File: config.mk
export PLATFORM = sky130hd
export DESIGN_NAME = datapath_sequencer_flat
export DESIGN_NICKNAME = d
export VERILOG_FILES = /design/src/rtl/datapath_sequencer_pkg.sv /design/src/rtl/datapath_sequencer_if.sv /design/src/rtl/datapath_sequencer_scoreboard.sv /design/src/rtl/datapath_sequencer.sv /design/src/flat_wrapper.sv
export SDC_FILE = /design/constraint.sdc
export NUM_CORES = 1
export LEC_CHECK = 0
export CAP_MARGIN = 10
export CORE_MARGIN = 8
export CORE_UTILIZATION = 45
export DETAILED_ROUTE_END_ITERATION = 16
export PLACE_DENSITY = 0.73
export SYNTH_ARGS = -nofsm -noshare
export SYNTH_HDL_FRONTEND = slang
export SYNTH_SLANG_ARGS = --single-unit
File: constraint.sdc
create_clock -name clk -period 4.98 [get_ports clk]
set_input_delay 0.996 -clock clk [delete_from_list [all_inputs] [get_ports clk]]
set_output_delay 0.996 -clock clk [all_outputs]
set_load 0.03 [all_outputs]
File: src/rtl/datapath_sequencer_pkg.sv
// Shared definitions for the datapath issue sequencer: instruction field layout,
// FSM states and register-file constants.
package datapath_pkg;

  localparam int INSTR_W     = 24;
  localparam int REG_W       = 4;
  localparam int NUM_REGS    = 16;
  localparam int DEFAULT_LAT = 2;

  localparam int OP_LSB   = 21;
  localparam int OP_W     = 3;
  localparam int FORM_BIT = 20;
  localparam int VEC_LSB  = 18;
  localparam int VEC_W    = 2;
  localparam int A_LSB    = 14;
  localparam int B_LSB    = 10;
  localparam int C_LSB    = 6;
  localparam int D_LSB    = 2;
  localparam int WR_LSB   = 0;
  localparam int WR_W     = 2;

  typedef enum logic [0:0] {
    IDLE  = 1'b0,
    ISSUE = 1'b1
  } state_t;

  function automatic logic [NUM_REGS-1:0] reg_onehot(input logic [REG_W-1:0] idx);
    return {{(NUM_REGS-1){1'b0}}, 1'b1} << idx;
  endfunction

endpackage

File: src/rtl/datapath_sequencer_if.sv
// Instruction handshake between an instruction source and the sequencer.
interface datapath_sequencer_if;
  import datapath_pkg::*;

  logic               instr_valid;
  logic               instr_ready;
  logic [INSTR_W-1:0] instr;

  modport master (output instr_valid, output instr, input instr_ready);
  modport slave  (input instr_valid, input instr, output instr_ready);

endinterface

File: src/rtl/datapath_sequencer_scoreboard.sv
// Register write scoreboard: each inserted mask stays visible in busy_mask for
// exactly LAT cycles, shifting every cycle independent of stalls.
module reg_scoreboard
  import datapath_pkg::*;
#(
  parameter int LAT = DEFAULT_LAT
) (
  input  logic                clk,
  input  logic                rst,
  input  logic [NUM_REGS-1:0] insert,
  output logic [NUM_REGS-1:0] busy_mask
);

  logic [NUM_REGS-1:0] stage_r [LAT];

  // Shift pipeline of in-flight write masks
  always_ff @(posedge clk or posedge rst) begin
    if (rst) begin
      for (int i = 0; i < LAT; i++) begin
        stage_r[i] <= 16'h0000;
      end
    end else begin
      stage_r[0] <= insert;
      for (int i = 1; i < LAT; i++) begin
        stage_r[i] <= stage_r[i-1];
      end
    end
  end

  // OR of all stages
  always_comb begin
    busy_mask = 16'h0000;
    for (int i = 0; i < LAT; i++) begin
      busy_mask = busy_mask | stage_r[i];
    end
  end

endmodule

File: src/rtl/datapath_sequencer.sv
// Issue controller: accepts instructions, expands vectors into per-element beats
// and holds back any beat whose registers collide with in-flight writes.
module datapath_sequencer
  import datapath_pkg::*;
#(
  parameter int LAT = DEFAULT_LAT,
  parameter int IW  = INSTR_W
) (
  input  logic                  clk,
  input  logic                  rst,
  datapath_sequencer_if.slave   bus,
  input  logic [REG_W-1:0]      zero_reg_cfg,
  output logic [OP_W-1:0]       dp_op,
  output logic                  dp_form,
  output logic [VEC_W-1:0]      dp_vec,
  output logic [REG_W-1:0]      dp_A,
  output logic [REG_W-1:0]      dp_B,
  output logic [REG_W-1:0]      dp_C,
  output logic [REG_W-1:0]      dp_D,
  output logic [WR_W-1:0]       dp_write,
  output logic [REG_W-1:0]      dp_zero_reg,
  output logic                  dp_issue,
  output logic                  busy,
  output logic [15:0]           stall_count
);

  state_t              state_r;
  state_t              state_nxt;
  logic [IW-1:0]       instr_r;
  logic [VEC_W-1:0]    beat_r;

  logic [OP_W-1:0]     op_s;
  logic                form_s;
  logic [VEC_W-1:0]    vec_s;
  logic [WR_W-1:0]     wr_s;
  logic [REG_W-1:0]    a_s, b_s, c_s, d_s;
  logic [NUM_REGS-1:0] busy_mask_s;
  logic [NUM_REGS-1:0] write_mask_s;
  logic [NUM_REGS-1:0] insert_s;
  logic                hazard_s;
  logic                issue_s;
  logic                last_s;
  logic                accept_s;

  // Zero register is architecturally constant, so it never blocks an issue
  function automatic logic reg_hit(input logic [NUM_REGS-1:0] mask,
                                   input logic [REG_W-1:0]    idx,
                                   input logic [REG_W-1:0]    zr);
    return (idx != zr) && mask[idx];
  endfunction

  assign op_s   = instr_r[OP_LSB +: OP_W];
  assign form_s = instr_r[FORM_BIT];
  assign vec_s  = instr_r[VEC_LSB +: VEC_W];
  assign wr_s   = instr_r[WR_LSB +: WR_W];
  assign a_s    = instr_r[A_LSB +: REG_W] + {2'b00, beat_r};
  assign b_s    = instr_r[B_LSB +: REG_W] + {2'b00, beat_r};
  assign c_s    = instr_r[C_LSB +: REG_W] + {2'b00, beat_r};
  assign d_s    = instr_r[D_LSB +: REG_W] + {2'b00, beat_r};

  assign bus.instr_ready = (state_r == IDLE) & ~rst;
  assign accept_s        = bus.instr_valid & bus.instr_ready;
  assign dp_zero_reg     = zero_reg_cfg;
  assign busy            = (state_r == ISSUE) | (busy_mask_s != 16'h0000);

  // Hazard detection, write mask and issue decision for the current beat
  always_comb begin
    hazard_s = reg_hit(busy_mask_s, b_s, zero_reg_cfg)
             | reg_hit(busy_mask_s, c_s, zero_reg_cfg)
             | (wr_s[0] & reg_hit(busy_mask_s, a_s, zero_reg_cfg))
             | (wr_s[1] & reg_hit(busy_mask_s, d_s, zero_reg_cfg));
    write_mask_s = 16'h0000;
    if (wr_s[0] && (a_s != zero_reg_cfg)) begin
      write_mask_s = write_mask_s | reg_onehot(a_s);
    end else begin
      write_mask_s = write_mask_s;
    end
    if (wr_s[1] && (d_s != zero_reg_cfg)) begin
      write_mask_s = write_mask_s | reg_onehot(d_s);
    end else begin
      write_mask_s = write_mask_s;
    end
    issue_s  = (state_r == ISSUE) & ~hazard_s;
    last_s   = (beat_r == vec_s);
    insert_s = issue_s ? write_mask_s : 16'h0000;
  end

  // Next-state logic
  always_comb begin
    state_nxt = state_r;
    case (state_r)
      IDLE: begin
        if (accept_s) begin
          state_nxt = ISSUE;
        end else begin
          state_nxt = IDLE;
        end
      end
      ISSUE: begin
        if (issue_s && last_s) begin
          state_nxt = IDLE;
        end else begin
          state_nxt = ISSUE;
        end
      end
      default: state_nxt = IDLE;
    endcase
  end

  // FSM state, latched instruction and beat index
  always_ff @(posedge clk or posedge rst) begin
    if (rst) begin
      state_r <= IDLE;
      instr_r <= 24'h000000;
      beat_r  <= 2'd0;
    end else begin
      state_r <= state_nxt;
      if (accept_s) begin
        instr_r <= bus.instr;
        beat_r  <= 2'd0;
      end else if (issue_s && !last_s) begin
        beat_r <= beat_r + 2'd1;
      end
    end
  end

  // Registered datapath drives; bubbles present all-zero controls
  always_ff @(posedge clk or posedge rst) begin
    if (rst) begin
      dp_op    <= 3'd0;
      dp_form  <= 1'b0;
      dp_vec   <= 2'd0;
      dp_A     <= 4'd0;
      dp_B     <= 4'd0;
      dp_C     <= 4'd0;
      dp_D     <= 4'd0;
      dp_write <= 2'd0;
      dp_issue <= 1'b0;
    end else if (issue_s) begin
      dp_op    <= op_s;
      dp_form  <= form_s;
      dp_vec   <= vec_s;
      dp_A     <= a_s;
      dp_B     <= b_s;
      dp_C     <= c_s;
      dp_D     <= d_s;
      dp_write <= wr_s;
      dp_issue <= 1'b1;
    end else begin
      dp_op    <= 3'd0;
      dp_form  <= 1'b0;
      dp_vec   <= 2'd0;
      dp_A     <= 4'd0;
      dp_B     <= 4'd0;
      dp_C     <= 4'd0;
      dp_D     <= 4'd0;
      dp_write <= 2'd0;
      dp_issue <= 1'b0;
    end
  end

  // Saturating hazard stall counter
  always_ff @(posedge clk or posedge rst) begin
    if (rst) begin
      stall_count <= 16'h0000;
    end else if ((state_r == ISSUE) && hazard_s && (stall_count != 16'hFFFF)) begin
      stall_count <= stall_count + 16'h0001;
    end
  end

  reg_scoreboard #(.LAT(LAT)) u_scoreboard (
    .clk       (clk),
    .rst       (rst),
    .insert    (insert_s),
    .busy_mask (busy_mask_s)
  );

endmodule

File: src/flat_wrapper.sv
// flat-port wrapper written by rule: the top's interface ports become plain ports
module datapath_sequencer_flat import datapath_pkg::*;
#(
  parameter int LAT = DEFAULT_LAT,
  parameter int IW  = INSTR_W
)
  (clk, rst, zero_reg_cfg, dp_op, dp_form, dp_vec, dp_A, dp_B, dp_C, dp_D, dp_write, dp_zero_reg, dp_issue, busy, stall_count, bus_instr_valid, bus_instr, bus_instr_ready);
  datapath_sequencer_if bus_i ();
  input  logic clk;
  input  logic rst;
  input  logic [REG_W-1:0] zero_reg_cfg;
  output logic [OP_W-1:0] dp_op;
  output logic dp_form;
  output logic [VEC_W-1:0] dp_vec;
  output logic [REG_W-1:0] dp_A;
  output logic [REG_W-1:0] dp_B;
  output logic [REG_W-1:0] dp_C;
  output logic [REG_W-1:0] dp_D;
  output logic [WR_W-1:0] dp_write;
  output logic [REG_W-1:0] dp_zero_reg;
  output logic dp_issue;
  output logic busy;
  output logic [15:0] stall_count;
  input wire logic [$bits(bus_i.instr_valid)-1:0] bus_instr_valid;
  input wire logic [$bits(bus_i.instr)-1:0] bus_instr;
  output wire logic [$bits(bus_i.instr_ready)-1:0] bus_instr_ready;
  assign bus_i.instr_valid = bus_instr_valid;
  assign bus_i.instr = bus_instr;
  assign bus_instr_ready = bus_i.instr_ready;
  datapath_sequencer #(.LAT(LAT), .IW(IW)) u_core (.clk(clk), .rst(rst), .bus(bus_i), .zero_reg_cfg(zero_reg_cfg), .dp_op(dp_op), .dp_form(dp_form), .dp_vec(dp_vec), .dp_A(dp_A), .dp_B(dp_B), .dp_C(dp_C), .dp_D(dp_D), .dp_write(dp_write), .dp_zero_reg(dp_zero_reg), .dp_issue(dp_issue), .busy(busy), .stall_count(stall_count));
endmodule
### Word level (Yosys, flattened, before mapping)

Cells that the tools add are included.
Widths: inputs -> output; s select.

* add/subtract/negate cells: 6
* magnitude comparators: 4
* equal/unequal tests: 6
* shift operators: 2
* mux-type cells: 25
* bitwise operators: 14
* reductions and logical operators: 13

Operator list (count)
* $mux 16: 3
* $or 16x16->16: 2
* $shl 1x4->16 const A: 2
* $lt 4x5->1 const B: 4
* $add 16x1->16 const B: 1
* $add 4x2->4: 4
* $bmux 1 s4: 4
* $mux 4: 4
* $ne 16x16->1 const B: 1
* $ne 4x4->1: 4
* $reduce_bool 16->1: 1
* $logic_and 1x1->1: 10
* $mux 1: 8
* $mux 2: 4
* $and 1x1->1: 5
* $or 1x1->1: 4
* $mux 3: 1
* $not 1->1: 3
* $add 2x1->2 const B: 1
* $eq 2x2->1: 1
* $pmux 1 s2: 1
* $reduce_bool 2->1: 1
* $logic_not 1->1: 1

* flip-flop bits (word level): 100
* input port bits: 31
* output and inout bits: 47
* logic and storage cells: 85

### Logic depth before layout (Yosys ltp)

* depth after elaboration: 12
* mapped depth: 12
* gate-level depth less buffers: 11

### Cells and area by module

From an unflattened synthesis, not the netlist that was laid out.

* cells, all modules: 466
* area total of the unflattened synthesis: 4982.3 µm²

Modules (own cells, without submodules)
* datapath_sequencer: times used 1, cells an instance 417, area each 4077.7 µm², seq. area each 1701.6 µm²
* reg_scoreboard: times used 1, cells an instance 49, area each 904.6 µm², seq. area each 800.8 µm²

### Worst setup path after synthesis

Ideal clock, no wire load.

* kind: reg2reg
* from: reg u_core.beat_r[0]
* to: reg u_core.dp_A[0]
* setup time: 119 ps
* data arrival time: 3304 ps
* required time: 4861 ps
* path slack: 1557 ps
* stages on the path, launching flop included: 13
* buffers on the path: 2
* clock period less this slack: 3423 ps
* cells stage by stage: dfrtp_1 ha_1 fa_1 xnor2_2 mux4_2 mux2_2 mux2_2 o22ai_2 or2_1 buf_4 inv_2 buf_6 and2_1

* word-level cells in the longest chain between the ends: 10
* elaborated cells on any way between the ends: 28
* classes of those cells: add/sub: 4; eq/ne: 4; mux: 9; bitwise: 7; reduce/logical: 4

Ends and longest elaborated chain
* from (decl): RTL line datapath_sequencer.sv:30 `logic [VEC_W-1:0] beat_r;`
* from (signal assigned): RTL line datapath_sequencer.sv:122 `beat_r <= beat_r + 2'd1;`
* $add 4x2->4, on equally long branches: RTL line datapath_sequencer.sv:57, datapath_sequencer.sv:56, datapath_sequencer.sv:58
* $bmux 1 s4: RTL line datapath_sequencer.sv:49 `return (idx != zr) && mask[idx];`
* $mux 1 (not written as such): RTL line datapath_sequencer.sv:49
* $logic_and 1x1->1: RTL line datapath_sequencer.sv:49
* $or 1x1->1 / $and 1x1->1 (equally long branches): RTL line datapath_sequencer.sv:69, datapath_sequencer.sv:70
* $or 1x1->1: RTL line datapath_sequencer.sv:70 `| (wr_s[0] & reg_hit(busy_mask_s, a_s, zero_reg_cfg))`
* $or 1x1->1 (*): RTL line datapath_sequencer.sv:71 `| (wr_s[1] & reg_hit(busy_mask_s, d_s, zero_reg_cfg));`
* $not 1->1 (*): RTL line datapath_sequencer.sv:83 `issue_s = (state_r == ISSUE) & ~hazard_s;`
* $and 1x1->1 (*): RTL line datapath_sequencer.sv:83
* net u_core.issue_s: RTL line datapath_sequencer.sv:41 `logic issue_s;`
* $mux 4 (*): RTL line datapath_sequencer.sv:139 `end else if (issue_s) begin`
* to (signal assigned): RTL line datapath_sequencer.sv:143 `dp_A <= a_s;`
* to (decl): RTL line datapath_sequencer.sv:16 `output logic [REG_W-1:0] dp_A,`

Mark *: on every way through the listed nets, which the timed path passes. The rest lies on a longest branch. The select of a mux whose other input is x is not followed.
A chain may end at the register's enable or synchronous reset.

### Worst setup path in the final report

* from: reg u_core.beat_r[0]
* to: reg u_core.u_scoreboard.stage_r[29] (netlist name)

* word-level cells in the longest chain between the ends: 10
* elaborated cells on any way between the ends: 35
* classes of those cells: add/sub: 4; eq/ne: 4; shift: 2; mux: 11; bitwise: 8; reduce/logical: 6

Ends and longest elaborated chain
* $add 4x2->4, on equally long branches: RTL line datapath_sequencer.sv:57, datapath_sequencer.sv:56, datapath_sequencer.sv:58
* $bmux 1 s4: RTL line datapath_sequencer.sv:49
* $mux 1 (not written as such): RTL line datapath_sequencer.sv:49
* $logic_and 1x1->1: RTL line datapath_sequencer.sv:49
* $or 1x1->1 / $and 1x1->1 (equally long branches): RTL line datapath_sequencer.sv:69, datapath_sequencer.sv:70
* $or 1x1->1: RTL line datapath_sequencer.sv:70
* $or 1x1->1: RTL line datapath_sequencer.sv:71
* $not 1->1: RTL line datapath_sequencer.sv:83
* $and 1x1->1: RTL line datapath_sequencer.sv:83
* $mux 16 (*): RTL line datapath_sequencer.sv:85 `insert_s = issue_s ? write_mask_s : 16'h0000;`
* net u_core.insert_s[13]: RTL line datapath_sequencer.sv:39 `logic [NUM_REGS-1:0] insert_s;`
* to (signal, indexed assignment): RTL line datapath_sequencer_scoreboard.sv:25 `stage_r[i] <= stage_r[i-1];`
* to (decl): RTL line datapath_sequencer_scoreboard.sv:14 `logic [NUM_REGS-1:0] stage_r [LAT];`

Marks and branches as above.

==> impl_results.md <==
- Run status: completed
- Ys flop type: dfrtp_1
- Grt met3 use: 3.563%
- Largest net degree at the start of global routing: 75
- FFs w/ async S/R, synth: 100.0%
- Worst EP arrival: 4160 ps
- Placed Cells: 657
- M2 GR Usage: 25.46%
- Synthesis-stage register bit count: 100
- Clock skew: 16.46 ps
- Grt ovf: 0
- Netlist Area Pre-Place: 5029 sq um
- Area leader, netlist: dfrtp_1
- Gpl congestion: 0.9374
- Power density cells: 703.7 nW/um^2
- Area grow syn2layout: 21.85%
- Die X: 121.7 um
- Synth cell count leaders: dfrtp_1, nand2_1, nor2_1
- Bufs on Longest Clock Path: 2
- Final Hold Fails: 0
- Syn Inst Count: 459
- Synthesized area per cell: 10.96 sq um
- Crit Path Max Fanout: 18
- Synth area leaders: dfrtp_1, mux4_2, nand2_1
- Final nets: 572
- Ys Warns: 0
- Vias in the first global route: 3,681
- Seq/Total Area, Yosys: 49.76%
- Most frequent cell after synthesis: dfrtp_1
- R2R cell count: 12
- Core Box Area: 10,890 sq um
- Final setup margin: 1055 ps
- Post-CTS Setup Bufs: 0
- Crit Path Class: flip-flop to flip-flop
- Layout cells sized above 1: 12.03%
- CTS tree: built
- Max-cap violations: 0
- Routed vias/inst: 5.396
- CTS H-Tree Depth: 3
- Syn nets: 503
- Netlist cell types: 55
- CTS Buf Count: 9
- Peak Freq: 0.2548 GHz
- TritonCTS Sinks: 100
- Initial Util: 46.18%
- Ant diodes: 0
- Placement Setup Slack: 971.3 ps
- Pins over their slew limit: 0
- FP Rows: 38
- Tcrit/Tclk final: 78.81%
- EDFF count, synth: 0
- GR peak layer: met2
- Area of the die: 14,810 sq um
- Slowest CP cell: mux4_2
- Post-DP HPWL: 8652 um
- Worst-Margin Slew: 878.1 ps
- Min-Delay Path Depth: 0
- Clock-pin slew on the worst setup and hold paths: 90 ps
- IO Count: 78
- DRT Pass-1 Iters: 4
- Worst-path cell chain: ha_1, fa_1, xnor2_2, mux4_2, mux2_2, mux2_2, o22ai_2, or2_1, buf_4, inv_2, nand2_2, o32ai_1
- Global-route wire length before repair: 18,950 um
- Final ANT Viol Nets: 0
- PostCTS Resize Cnt: 0
- Vias: 3,626
- Hold Buf Count CTS: 0
- DRC viols: 0
- Final setup vio count: 0
- DRT iter0 DRCs: 308
- Final setup TNS: 0 ps
- Worst VDD drop: 0.3356 mV
- Layout filler cell count: 943
- Critical Path RT: 5220 ps
- Crit-path max cell delay: 550 ps
- Grt met1 use: 21.36%
- CTS Root Cell: clkbuf_8
- Initial antenna violation count: 0
- Final std cells w/o fill: 672
- Chip height: 121.7 um
- Synth top area share: 49.76%
- Min Tclk post-route: 3925 ps
- Gr usage total: 16.16%
- Critical path capture point type: flip-flop
- Unrepaired setup endpoints after global routing: no
- Critical Path Most Common Cell: mux2_2
- Leakage power: 2.753 nW
- Worst-Skew Late Latency: 370 ps
- Min-delay worst type: flip-flop to flip-flop
- Drt total wl: 11,470 um
- Critical path startpoint category: flip-flop
- # port buffers: 77
- DR WL/cell: 17.07 um
- Relative slew margins: 41.46%
-- metrics by stage --
stage	area (sq um)	total power [mW]	hold WS, ps	utilization [%]
finish	6127	4.312	381.7	56.27
global route	6127	4.602	388.9	56.27
CTS	6127	4.318	379.3	56.27
detailed placement	5882	3.689	362.6	54.02
global placement	5882	3.617	360.3	54.02
floorplan	5029	3.040	354.6	-
-- worst paths after layout --
kind	startpoint	end	slack [ps]
max	u_core.beat_r[0]$_DFFE_PP0P_	u_core.u_scoreboard.stage_r[29]$_DFF_PP0_	1060
min	u_core.u_scoreboard.stage_r[25]$_DFF_PP0_	u_core.u_scoreboard.stage_r[9]$_DFF_PP0_	380
max reg2reg	u_core.beat_r[0]$_DFFE_PP0P_	u_core.u_scoreboard.stage_r[29]$_DFF_PP0_	1060
min reg2reg	u_core.u_scoreboard.stage_r[25]$_DFF_PP0_	u_core.u_scoreboard.stage_r[9]$_DFF_PP0_	380
max in group asynchronous	rst	u_core.stall_count[0]$_DFFE_PP0P_	2900
min in group asynchronous	rst	u_core.dp_write[0]$_DFF_PP0_	1170
-- cells in the final DEF, fill, tap and decap left out, types with 2 or more instances in the layout --
| cell | Yosys | layout |
|---|---|---|
| o22a_1 | 7 | 7 |
| o32a_1 | 2 | 2 |
| nand4_1 | 7 | 7 |
| nor3_1 | 3 | 3 |
| dfrtp_1 | 100 | 100 |
| xor2_1 | 18 | 18 |
| clkbuf_8 | 0 | 10 |
| buf_4 | 5 | 3 |
| mux4_2 | 16 | 16 |
| bufinv_16 | 0 | 3 |
| nor2_2 | 4 | 4 |
| nor4_1 | 2 | 2 |
| mux2i_1 | 3 | 3 |
| nand2_1 | 96 | 96 |
| nand3b_1 | 3 | 3 |
| nand3_1 | 14 | 14 |
| clkdlybuf4s50_1 | 0 | 77 |
| nand2b_1 | 6 | 6 |
| o41ai_2 | 2 | 2 |
| xnor2_2 | 3 | 3 |
| ha_1 | 9 | 9 |
| nor2b_1 | 3 | 3 |
| xnor2_1 | 15 | 15 |
| nor3_2 | 6 | 6 |
| and3_1 | 5 | 5 |
| inv_1 | 11 | 10 |
| a21o_1 | 3 | 3 |
| and2_1 | 18 | 18 |
| o32ai_1 | 8 | 8 |
| nor2_1 | 38 | 38 |
| or2_2 | 4 | 4 |
| a32oi_1 | 3 | 3 |
| mux2_2 | 4 | 4 |
| fa_1 | 4 | 4 |
-- sequential cells by signal (all words and copies together), names as in the netlist --
signal,cells
u_core.dp_B,4
u_core.dp_issue,1
u_core.dp_D,4
u_core.dp_C,4
u_core.dp_write,2
u_core.instr_r,24
u_core.dp_op,3
u_core.beat_r,2
u_core.u_scoreboard.stage_r,32
u_core.dp_A,4
u_core.stall_count,16
u_core.dp_vec,2
u_core.dp_form,1
u_core.state_r,1
-- critical path, delay by kind of cell (launching register included) --
family,cells,cell delay (ps)
muxes,3,1080
AOI/OAI and AO/OA,2,380
buffers and inverters,2,370
adders and majority gates,2,700
DFF,1,480
xor gates and xnor gates,1,410
and+or+nand+nor,2,360
-- cells by family (layout without fill, tap and decap cells) --
family                   count (synthesis)  in the layout  synth area share, %
AO/OA/AOI/OAI                           35             35                6.619
XOR/XNOR                                37             37                7.191
adder cells (fa/ha/maj)                 13             13                3.832
buffers and inverters                   34            107                3.235
flip-flops                             100            100                49.76
multiplexers                            23             23                8.659
AND/OR/NAND/NOR                        217            217                20.70
-- power by group --
part / internal (mW) / total [mW] / switching [mW]
logic: 0.999 / 2.48 / 1.48
registers: 1.04 / 1.22 / 0.179
clock network: 0.347 / 0.619 / 0.272
-- cell type report --
| class | count | area [sq um] | share of cell area, % |
|---|---|---|---|
| Sequential cell | 100 | 2502 | 40.84 |
| Clock inverter | 5 | 107.6 | 1.756 |
| Timing Repair Buffer | 80 | 793.3 | 12.95 |
| Multi-Input combinational cell | 325 | 2364 | 38.57 |
| Clock buffer | 10 | 137.6 | 2.246 |
| Tap cell | 140 | 175.2 | 2.859 |
| Inverter | 12 | 47.55 | 0.7760 |
-- layer usage --
layer  routed length (um)  part of all wire [%]
met2                 5375                    47
met3                  851                   7.4
met4                  155                   1.4
met5                    0                     0
met1                 5087                    44
(Power assumes the default switching activity.)
